[src/rtl/array_seq_pkg.sv]
// Shared definitions for the array sequencer: FSM state encoding, default
// geometry and counter-width helpers.
// No ports. Imported by array_seq_8 and skew_line.
package array_seq_pkg;

  typedef enum logic [2:0] {
    IDLE  = 3'd0,
    CLRW  = 3'd1,
    LOADW = 3'd2,
    WAITI = 3'd3,
    COMP  = 3'd4,
    FLUSH = 3'd5,
    DRAIN = 3'd6,
    FIN   = 3'd7
  } state_e;

  localparam int HEIGHT_DEF  = 8;
  localparam int MAC_CYC_DEF = 256;

  // Widths for the default build; overridden builds re-derive them with the
  // helpers below so the two can never disagree.
  localparam int CNT_W  = $clog2(MAC_CYC_DEF);
  localparam int BEAT_W = $clog2(HEIGHT_DEF) + 1;

  function automatic int cnt_width(input int mac_cyc);
    return $clog2(mac_cyc);
  endfunction

  function automatic int beat_width(input int height);
    return $clog2(height) + 1;
  endfunction

endpackage

[src/rtl/array_seq_8_skew.sv]
// Per-row skew line: row h receives the row-0 control triple h cycles later.
// Latency 1 cycle to row 0, h+1 cycles to row h; no backpressure (free-running shift).
// Ports: clk, rst (async high), row0_i {en,clr,mac_done} next-cycle value, taps_o per-row triples.
module skew_line
  import array_seq_pkg::*;
#(
  parameter int ROWS = HEIGHT_DEF,
  parameter int DW   = 3
) (
  input  logic                     clk,
  input  logic                     rst,
  input  logic [DW-1:0]            row0_i,
  output logic [ROWS-1:0][DW-1:0]  taps_o
);

  logic [ROWS-1:0][DW-1:0] stage_q;

  // Stage 0 is itself the row-0 output register; each further stage adds one
  // cycle of skew, so tap h sits h cycles behind row 0.
  always_ff @(posedge clk or posedge rst) begin
    if (rst) begin
      stage_q <= '0;
    end else begin
      stage_q[0] <= row0_i;
      for (int h = 1; h < ROWS; h++) begin
        stage_q[h] <= stage_q[h-1];
      end
    end
  end

  assign taps_o = stage_q;

endmodule

[src/rtl/array_seq_8.sv]
// Tile sequencer for a HEIGHT x WIDTH rate-coded MAC array: clears and loads
// weights, latches one input vector, runs a skewed MAC window per row, flushes
// and drains the outputs.
// Latency: start -> clr_w 1 cycle; all array-side outputs are registered.
// Backpressure: wght/ifm valid-ready; a low vld stalls LOADW/WAITI with outputs frozen.
// Ports: clk/rst, start/busy/done, wght_in+handshake, ifm_in+handshake,
// array controls en_w/clr_w/wght, en_i/clr_i/mac_done/ifm, en_o/clr_o.
module array_seq_8
  import array_seq_pkg::*;
#(
  parameter int HEIGHT  = HEIGHT_DEF,
  parameter int WIDTH   = 8,
  parameter int IWIDTH  = 8,
  parameter int MAC_CYC = MAC_CYC_DEF
) (
  input  logic                          clk,
  input  logic                          rst,
  input  logic                          start,
  output logic                          busy,
  output logic                          done,
  input  logic [WIDTH-1:0][IWIDTH-1:0]  wght_in,
  input  logic                          wght_vld,
  output logic                          wght_rdy,
  input  logic [HEIGHT-1:0][IWIDTH-1:0] ifm_in,
  input  logic                          ifm_vld,
  output logic                          ifm_rdy,
  output logic [WIDTH-1:0]              en_w,
  output logic [WIDTH-1:0]              clr_w,
  output logic [WIDTH-1:0][IWIDTH-1:0]  wght,
  output logic [HEIGHT-1:0]             en_i,
  output logic [HEIGHT-1:0]             clr_i,
  output logic [HEIGHT-1:0]             mac_done,
  output logic [HEIGHT-1:0][IWIDTH-1:0] ifm,
  output logic [WIDTH-1:0]              en_o,
  output logic [WIDTH-1:0]              clr_o
);

  localparam int CW = (MAC_CYC == MAC_CYC_DEF) ? CNT_W  : cnt_width(MAC_CYC);
  localparam int BW = (HEIGHT == HEIGHT_DEF)   ? BEAT_W : beat_width(HEIGHT);
  localparam int PMAX = (WIDTH > HEIGHT) ? WIDTH : HEIGHT;
  localparam int PW = $clog2(PMAX) + 1;

  state_e          state_q, state_d;
  logic [CW-1:0]   cnt_q, cnt_d;     // row-0 window position
  logic            win_q, win_d;     // row-0 window still open
  logic [BW-1:0]   beat_q, beat_d;   // weight beats accepted this tile
  logic [PW-1:0]   ph_q, ph_d;       // FLUSH / DRAIN cycle index

  logic            w_acc, i_acc;
  logic [2:0]      row0_d;
  logic [HEIGHT-1:0][2:0] taps;
  logic            last_md;

  // Ready outputs are registered decodes of LOADW/WAITI, so they double as
  // the state qualifier for acceptance.
  assign w_acc   = wght_rdy & wght_vld;
  assign i_acc   = ifm_rdy & ifm_vld;
  assign last_md = taps[HEIGHT-1][0];

  always_comb begin
    state_d = state_q;
    cnt_d   = cnt_q;
    win_d   = win_q;
    beat_d  = beat_q;
    ph_d    = ph_q;
    case (state_q)
      IDLE: begin
        if (start) state_d = CLRW;
      end
      CLRW: begin
        state_d = LOADW;
      end
      LOADW: begin
        if (w_acc) begin
          if (beat_q == BW'(HEIGHT - 1)) begin
            beat_d  = '0;
            state_d = WAITI;
          end else begin
            beat_d = beat_q + BW'(1);
          end
        end
      end
      WAITI: begin
        if (i_acc) begin
          state_d = COMP;
          win_d   = 1'b1;
          cnt_d   = '0;
        end
      end
      COMP: begin
        // Counter wrap closes row 0's window; the other rows follow via the
        // skew line, and the tile moves on once the last row signs off.
        if (win_q) begin
          cnt_d = cnt_q + CW'(1);
          if (cnt_q == CW'(MAC_CYC - 1)) win_d = 1'b0;
        end
        if (last_md) state_d = FLUSH;
      end
      FLUSH: begin
        if (ph_q == PW'(WIDTH - 1)) begin
          ph_d    = '0;
          state_d = DRAIN;
        end else begin
          ph_d = ph_q + PW'(1);
        end
      end
      DRAIN: begin
        if (ph_q == PW'(HEIGHT - 1)) begin
          ph_d    = '0;
          state_d = FIN;
        end else begin
          ph_d = ph_q + PW'(1);
        end
      end
      FIN: begin
        state_d = IDLE;
      end
      default: begin
        state_d = IDLE;
      end
    endcase
  end

  // Row-0 controls are formed from next-state values so that, once flopped
  // in the skew line, they line up with the cycle the window is in.
  assign row0_d = {win_d,
                   win_d & (cnt_d == '0),
                   win_d & (cnt_d == CW'(MAC_CYC - 1))};

  skew_line #(
    .ROWS (HEIGHT),
    .DW   (3)
  ) u_skew (
    .clk    (clk),
    .rst    (rst),
    .row0_i (row0_d),
    .taps_o (taps)
  );

  always_comb begin
    en_i     = '0;
    clr_i    = '0;
    mac_done = '0;
    for (int h = 0; h < HEIGHT; h++) begin
      en_i[h]     = taps[h][2];
      clr_i[h]    = taps[h][1];
      mac_done[h] = taps[h][0];
    end
  end

  always_ff @(posedge clk or posedge rst) begin
    if (rst) begin
      state_q  <= IDLE;
      cnt_q    <= '0;
      win_q    <= 1'b0;
      beat_q   <= '0;
      ph_q     <= '0;
      busy     <= 1'b0;
      done     <= 1'b0;
      wght_rdy <= 1'b0;
      ifm_rdy  <= 1'b0;
      en_w     <= '0;
      clr_w    <= '0;
      wght     <= '0;
      ifm      <= '0;
      en_o     <= '0;
      clr_o    <= '0;
    end else begin
      state_q  <= state_d;
      cnt_q    <= cnt_d;
      win_q    <= win_d;
      beat_q   <= beat_d;
      ph_q     <= ph_d;
      busy     <= (state_d != IDLE) && (state_d != FIN);
      done     <= (state_d == FIN);
      wght_rdy <= (state_d == LOADW);
      ifm_rdy  <= (state_d == WAITI);
      clr_w    <= {WIDTH{state_d == CLRW}};
      en_w     <= {WIDTH{w_acc}};
      if (w_acc) wght <= wght_in;
      if (i_acc) ifm <= ifm_in;
      en_o     <= {WIDTH{state_d == DRAIN}};
      clr_o    <= {WIDTH{(state_d == DRAIN) && (ph_d == PW'(HEIGHT - 1))}};
    end
  end

endmodule
[config.mk]
export PLATFORM = sky130hd
export DESIGN_NAME = array_seq_8
export DESIGN_NICKNAME = d
export VERILOG_FILES = /design/src/rtl/array_seq_pkg.sv /design/src/rtl/array_seq_8_skew.sv /design/src/rtl/array_seq_8.sv
export SDC_FILE = /design/constraint.sdc
export NUM_CORES = 1
export LEC_CHECK = 0
export ABC_AREA = 1
export CAP_MARGIN = 20
export CELL_PAD_IN_SITES_DETAIL_PLACEMENT = 2
export CELL_PAD_IN_SITES_GLOBAL_PLACEMENT = 2
export CORE_MARGIN = 4
export CORE_UTILIZATION = 25
export CTS_BUF_LIST = sky130_fd_sc_hd__clkbuf_4 sky130_fd_sc_hd__clkbuf_8
export DETAILED_ROUTE_END_ITERATION = 7
export GPL_TIMING_DRIVEN = 0
export PLACE_DENSITY_LB_ADDON = 0.1
export SYNTH_ARGS = -nofsm -noshare
export SYNTH_HDL_FRONTEND = slang
export SYNTH_SLANG_ARGS = --single-unit
[constraint.sdc]
create_clock -name clk -period 6.25 [get_ports clk]
set_input_delay 0.9375 -clock clk [delete_from_list [all_inputs] [get_ports clk]]
set_output_delay 0.9375 -clock clk [all_outputs]
set_load 0.03 [all_outputs]
* Yosys cells after proc, flatten, opt, wreduce, memory -nomap -nowiden
Index checks and enable logic that the tools add are counted.
** Storage, ports and cells
- Input port bits :: 133
- Output and inout bits :: 188
- Word-level logic and storage cells :: 87
- Register bits :: 180
** Cells by class
- Eq/ne operators :: 18
- Bitwise operators :: 4
- Mux-type cells :: 18
- Add/subtract/negate cells :: 3
- Reductions and logical operators :: 7
** Operator list (number)
- case mux 3 bit (8 select lines) :: 1
- 2-to-1 mux 3 bit :: 7
- == test 3 bit, second input constant :: 6
- == test 8 bit, second input constant :: 2
- 2-to-1 mux 8 bit :: 2
- case mux 8 bit (2 select lines) :: 1
- == test 3 x 2 -> 1 bit, second input constant :: 4
- == test 4 x 3 -> 1 bit, second input constant :: 3
- 2-to-1 mux 4 bit :: 3
- adder 4 x 1 -> 4 bit, second input constant :: 2
- adder 8 x 1 -> 8 bit, second input constant :: 1
- zero test 8 bit :: 1
- == test 3 x 1 -> 1 bit, second input constant :: 2
- AND 1 bit :: 4
- zero test 3 bit :: 1
- 2-to-1 mux 1 bit :: 3
- inequality test 3 bit, second input constant :: 1
- nonzero test 3 bit :: 1
- logical AND 1 bit :: 2
- case mux 1 bit (2 select lines) :: 1
- AND reduction 2 bit :: 1
- OR reduction 2 bit :: 1

* Depth between registers and ports, before layout
- Depth in word-level cells :: 6
- Mapped depth :: 11
- Depth with buffers taken out :: 10

* By module
A second synthesis with hierarchy kept.
** Second synthesis, totals
- Cells, all modules :: 797
- Area, all modules :: 7084.3 µm²
** By module, submodules not included
- array_seq_8 :: cells each 772, area an instance 6480.0 µm², times used 1, seq. area each 3903.7 µm²
- skew_line :: cells each 25, area an instance 604.3 µm², times used 1, seq. area each 600.6 µm²

* Worst setup path before layout
Ideal clock, no wire load.
- Kind :: input port to flip-flop
- Start point :: input port ifm_vld
- End point :: register ifm[0] in the netlist's numbering
- Buffers on the path :: 2
- Library setup time :: 125 ps
- Path slack :: 4361 ps
- Data arrival time :: 1764 ps
- Required time :: 6125 ps
- Stages :: 4
- Path through :: nand2_1 > buf_2 > buf_2 > mux2_2
** Between the ends
- Word-level cells in the longest chain between the ends :: 1
** Ends and longest elaborated chain
- start: declaration :: RTL line array_seq_8.sv:25 : input logic ifm_vld,
- AND 1 bit :: RTL line array_seq_8.sv:57 : assign i_acc = ifm_rdy & ifm_vld;
- end signal: assignment :: RTL line array_seq_8.sv:181 : if (i_acc) ifm <= ifm_in;
- end: declaration :: RTL line array_seq_8.sv:33 : output logic [HEIGHT-1:0][IWIDTH-1:0] ifm,
Every way passes these cells.
A chain may end at the register's enable or synchronous reset.

==> results.txt <==
In this design, the stage delay of the slowest critical-path cell is 0.65 ns. sky130_fd_sc_hd__dfrtp_1 takes more of the synthesized area than any other cell. The share of cells above drive strength 1 is 14.2%, and the standard-cell row count is 61. The synthesized netlist devotes 19.3% of its cell area to simple gates.

The post-synthesis share of cell area spent on full adders, half adders and majority gates was 0.529%. Ranked by total cell area, the synthesized netlist is headed by sky130_fd_sc_hd__dfrtp_1 (63%), sky130_fd_sc_hd__nand2_1 (14%), sky130_fd_sc_hd__mux2_2 (10%). Once detail routing completed, the nets flagged for antenna violations numbered 0. After detailed routing, the number of vias per cell comes to 4.20. Setup violations remaining at the end of the flow were counted as 0. The count of TritonRoute iterations in the first routing pass was 4; the maximum number of pins on one net before global-route repair was 108.

The share of flip-flops with an asynchronous set or reset after synthesis came out at 100%. The run gives 0.46 ns as the clock latency on the worst-skew pair. The switching share of total power works out to 44.4%.

Measured along the y axis, the die boundary spans 177 microns. The hold violation count in the final report is 0. The minimum clock period was 2.81 ns; the post-synthesis cell area was 7100 sq um. Power spread over the standard cell area amounts to 528 nW/um^2. Of all nets on the critical path, the largest fanout is 9. The clock tree synthesis step divided the H-tree into 4 levels. Timing analysis after detailed placement gives a worst setup slack of 3.38 ns. Counting every net in the synthesized netlist gives 814.

The xor/xnor cell area share of the yosys netlist is 0.123%. TritonCTS built the clock tree. For the maximum vdd ir drop, the log shows 0.155 mV.

The tools report the share of total power in the clock network as 13.6%. The tool flagged a number of max-cap violations equal to 0. After detailed placement, the total cell area comes to 10800 sq um. The path class of the tightest hold or removal check is flip-flop to flip-flop. Post-CTS repair changed the size of 0 cells. The multiplexer share of the synthesized area works out to 10.2%.

Finished layout cell area: 11200 sq um. Routability-driven placement finished with a final weighted congestion of 0.742. Compared with the post-synthesis result, the final layout area differs by 57.7%.

The per-instance average area after synthesis is 10.5 sq um. Portion of the clock cycle consumed by the worst path in the final layout: 44.9%. The endpoint type of the worst setup path was an output pin. The net count of the finished layout is 1154. The clock input transition at the sequential cells of the worst setup and hold paths was 0.11 ns. The post-detailed-routing wire length is 25500 microns, and the data arrival time at the worst-slack endpoint is 1.87 ns. The logs give 19900 microns for the half-perimeter wire length after detailed placement and 25 for the number of unique standard cell types used by synthesis.

The final number of max-transition violations was 0. Count of unresolved DRC violations after routing: 0. Once the clock tree was built, the setup fixing pass inserted 0 buffers.

Setup repair after global routing left no endpoint under its margin. The logs give 1409 for the final cell count without fillers and 39000 microns for the first-pass GRT wire length. The number of global-route vias before repair was 6488. The logs give 25.4% for the starting density of the core and 1377 for the post-placement cell count. The count of boundary I/O pins is 321. After floorplanning, the core was sized to cover 27900 sq um. The sequential-to-total area share from yosys stat was 63.1%.

In this run, synthesis produced a sequential element count of 179. For this block, the initial DRC count from the detailed router was 189. The critical path's slowest cell was sky130_fd_sc_hd__clkdlybuf4s50_1.

The run gives 2.62 mW as the net load switching power. The signal on the critical path passes through buf_4 > clkdlybuf4s50_1. The run gives 3040 as the number of filler cells placed in the layout.

For this design the static power due to leakage is 5.22 nW. The clock arrives with 0.0170 ns of skew. The post-route worst setup slack was 3.44 ns. The worst setup path is of the flip-flop to output pin kind. The tools report the number of buffers inserted by hold repair at cts as 0.

Summed over its instances, the top area cell type makes up 63.1% of the synthesized netlist area. The internal portion of the total power is 3.28 mW. Based on the critical path, the design can be clocked at up to 356 MHz. In the synthesized netlist the dominant register cell turns out to be sky130_fd_sc_hd__dfrtp_1. Summing the areas of all compound-gate instances in the mapped netlist gives 0.564% of the synthesized area. The horizontal die dimension works out to 177 microns. For the synthesized instance count, the log shows 678. Registers are responsible for 33.0% of the overall power. The worst pin sits at a relative slew slack of 62.0%. The number of port buffers is 320, and the clock net sink count is 179.

Counting flops with a built-in enable in the synthesized netlist gives 0. For this run the aggregate overflow at the end of global routing stands at 0. The root cell of the clock tree is sky130_fd_sc_hd__clkbuf_8. The final route contains 5919 vias. For the post-route core utilization, the log shows 40.1%. STA classifies the critical path startpoint as a flip-flop.

Per report_power, the combinational group accounts for 53.5% of the total. The die covers 31200 sq um. The number of buffers on the longest clock path is 2, and the total global-route track usage is 16.3%. The slew at the pin closest to its max-slew limit was 0.570 ns; the TritonCTS buffer count was 17. The required time at the endpoint of the critical path was 5.31 ns; the wire length per cell after detailed routing was 18.1 microns. The combinational family with the most area after synthesis was simple AND/OR/NAND/NOR gates. For this run, the number of Yosys warnings is 0. The flow ran to the end, and the final reports show no timing, DRC or antenna violations. The number of antenna violations at the first check in global routing came out at 1.
-- layer usage --
metal / part of all wire (%) / global-route usage (%)
met1: 41 / 19.9
met2: 52 / 28.9
met3: 5.2 / 4.03
met4: 1.3 / 3.93
met5: 0 / 0
-- per-stage QoR --
step	hold slack, ns	TNS (ns)	total power, mW
2_1_floorplan	0.465	0	3.71
6_report	0.383	0	5.91
3_5_place_dp	0.360	0	5.20
4_1_cts	0.383	0	6.03
3_3_place_gp	0.356	-478.40	5.13
5_1_grt	0.396	0	6.28
-- worst paths after layout --
path,start,end,slack (ns),cells past startpoint
worst max-delay path,win_q,en_i[0],3.44,2
max in group asynchronous,rst,wght[6],4.36,3
min in group asynchronous,rst,ifm[33],0.93,2
worst max register to register,wght_rdy,wght[38],4.45,6
worst min-delay path,u_skew.taps_o[20],u_skew.taps_o[23],0.38,0
worst min register to register,u_skew.taps_o[20],u_skew.taps_o[23],0.38,0
-- logic make-up (layout without fill, tap and decap cells) --
family,after synthesis,after routing
fa+ha+maj,3,3
mux,64,64
flops,179,179
compound gates,7,7
other cells,0,1
xor+xnor,1,1
buf+inv,85,437
simple gates,339,339
-- power groups by stage --
stage          logic [mW]  registers [mW]  clock network, mW
2_1_floorplan       0.850            2.86                  0
3_3_place_gp         3.17            1.96                  0
3_5_place_dp         3.21            1.98                  0
4_1_cts              3.22            1.96              0.845
5_1_grt              3.36            2.03              0.891
6_report             3.16            1.95              0.800
-- cell type report --
cell class / instances / area [sq um] / share of cell area, %
Antenna cell: 1 / 2.50 / 0.0224
Clock inverter: 13 / 135 / 1.21
Sequential cell: 179 / 4480 / 40.0
Multi-Input combinational cell: 414 / 2180 / 19.5
Inverter: 34 / 135 / 1.21
Timing Repair Buffer: 321 / 3230 / 28.9
Tap cell: 378 / 473 / 4.22
Buffer: 51 / 313 / 2.79
Clock buffer: 18 / 248 / 2.21
-- cell usage in the layout, fill, tap and decap left out --
master and n:
sky130_fd_sc_hd__inv_6 1, sky130_fd_sc_hd__clkinv_8 1, sky130_fd_sc_hd__o21ai_0 5, sky130_fd_sc_hd__or2_2 1
sky130_fd_sc_hd__diode_2 1, sky130_fd_sc_hd__nand2_2 3, sky130_fd_sc_hd__clkinv_4 4, sky130_fd_sc_hd__inv_8 7
sky130_fd_sc_hd__clkbuf_1 12, sky130_fd_sc_hd__nor2_2 1, sky130_fd_sc_hd__mux2_2 64, sky130_fd_sc_hd__inv_2 3
sky130_fd_sc_hd__and2_1 1, sky130_fd_sc_hd__o21bai_1 1, sky130_fd_sc_hd__nand4_1 3, sky130_fd_sc_hd__and3_1 1
sky130_fd_sc_hd__nor2_8 1, sky130_fd_sc_hd__nor2_1 32, sky130_fd_sc_hd__buf_2 7, sky130_fd_sc_hd__o21a_1 1
sky130_fd_sc_hd__buf_16 1, sky130_fd_sc_hd__dfrtp_1 179, sky130_fd_sc_hd__clkdlybuf4s50_1 320, sky130_fd_sc_hd__buf_4 30
sky130_fd_sc_hd__nor3_4 1, sky130_fd_sc_hd__ha_1 3, sky130_fd_sc_hd__clkbuf_8 18, sky130_fd_sc_hd__inv_1 30
sky130_fd_sc_hd__nand3_1 26, sky130_fd_sc_hd__buf_1 2, sky130_fd_sc_hd__nand2_1 267, sky130_fd_sc_hd__nand3_2 2
sky130_fd_sc_hd__clkinvlp_4 1, sky130_fd_sc_hd__xnor2_1 1
-- synth_stat cells, drive strengths merged (3+ instances only) --
library cell  count
nor2             34
dfrtp           179
buf              39
mux2             64
ha                3
inv              34
clkbuf           12
nand3            28
nand2           270
nand4             3
o21ai             5
-- worst max-delay path: cells and delay by family (launching register included) --
kind / cells / cell delay [ns]
flip-flops: 1 / 0.58
buffers and inverters: 2 / 0.82
-- sequential cells by signal (all words and copies together), names as in the netlist, 3 cells and up --
name	cells
beat_q	4
state_q	3
ifm	64
ph_q	4
wght	64
u_skew.taps_o	23
cnt_q	8
(Power assumes the default switching activity.)
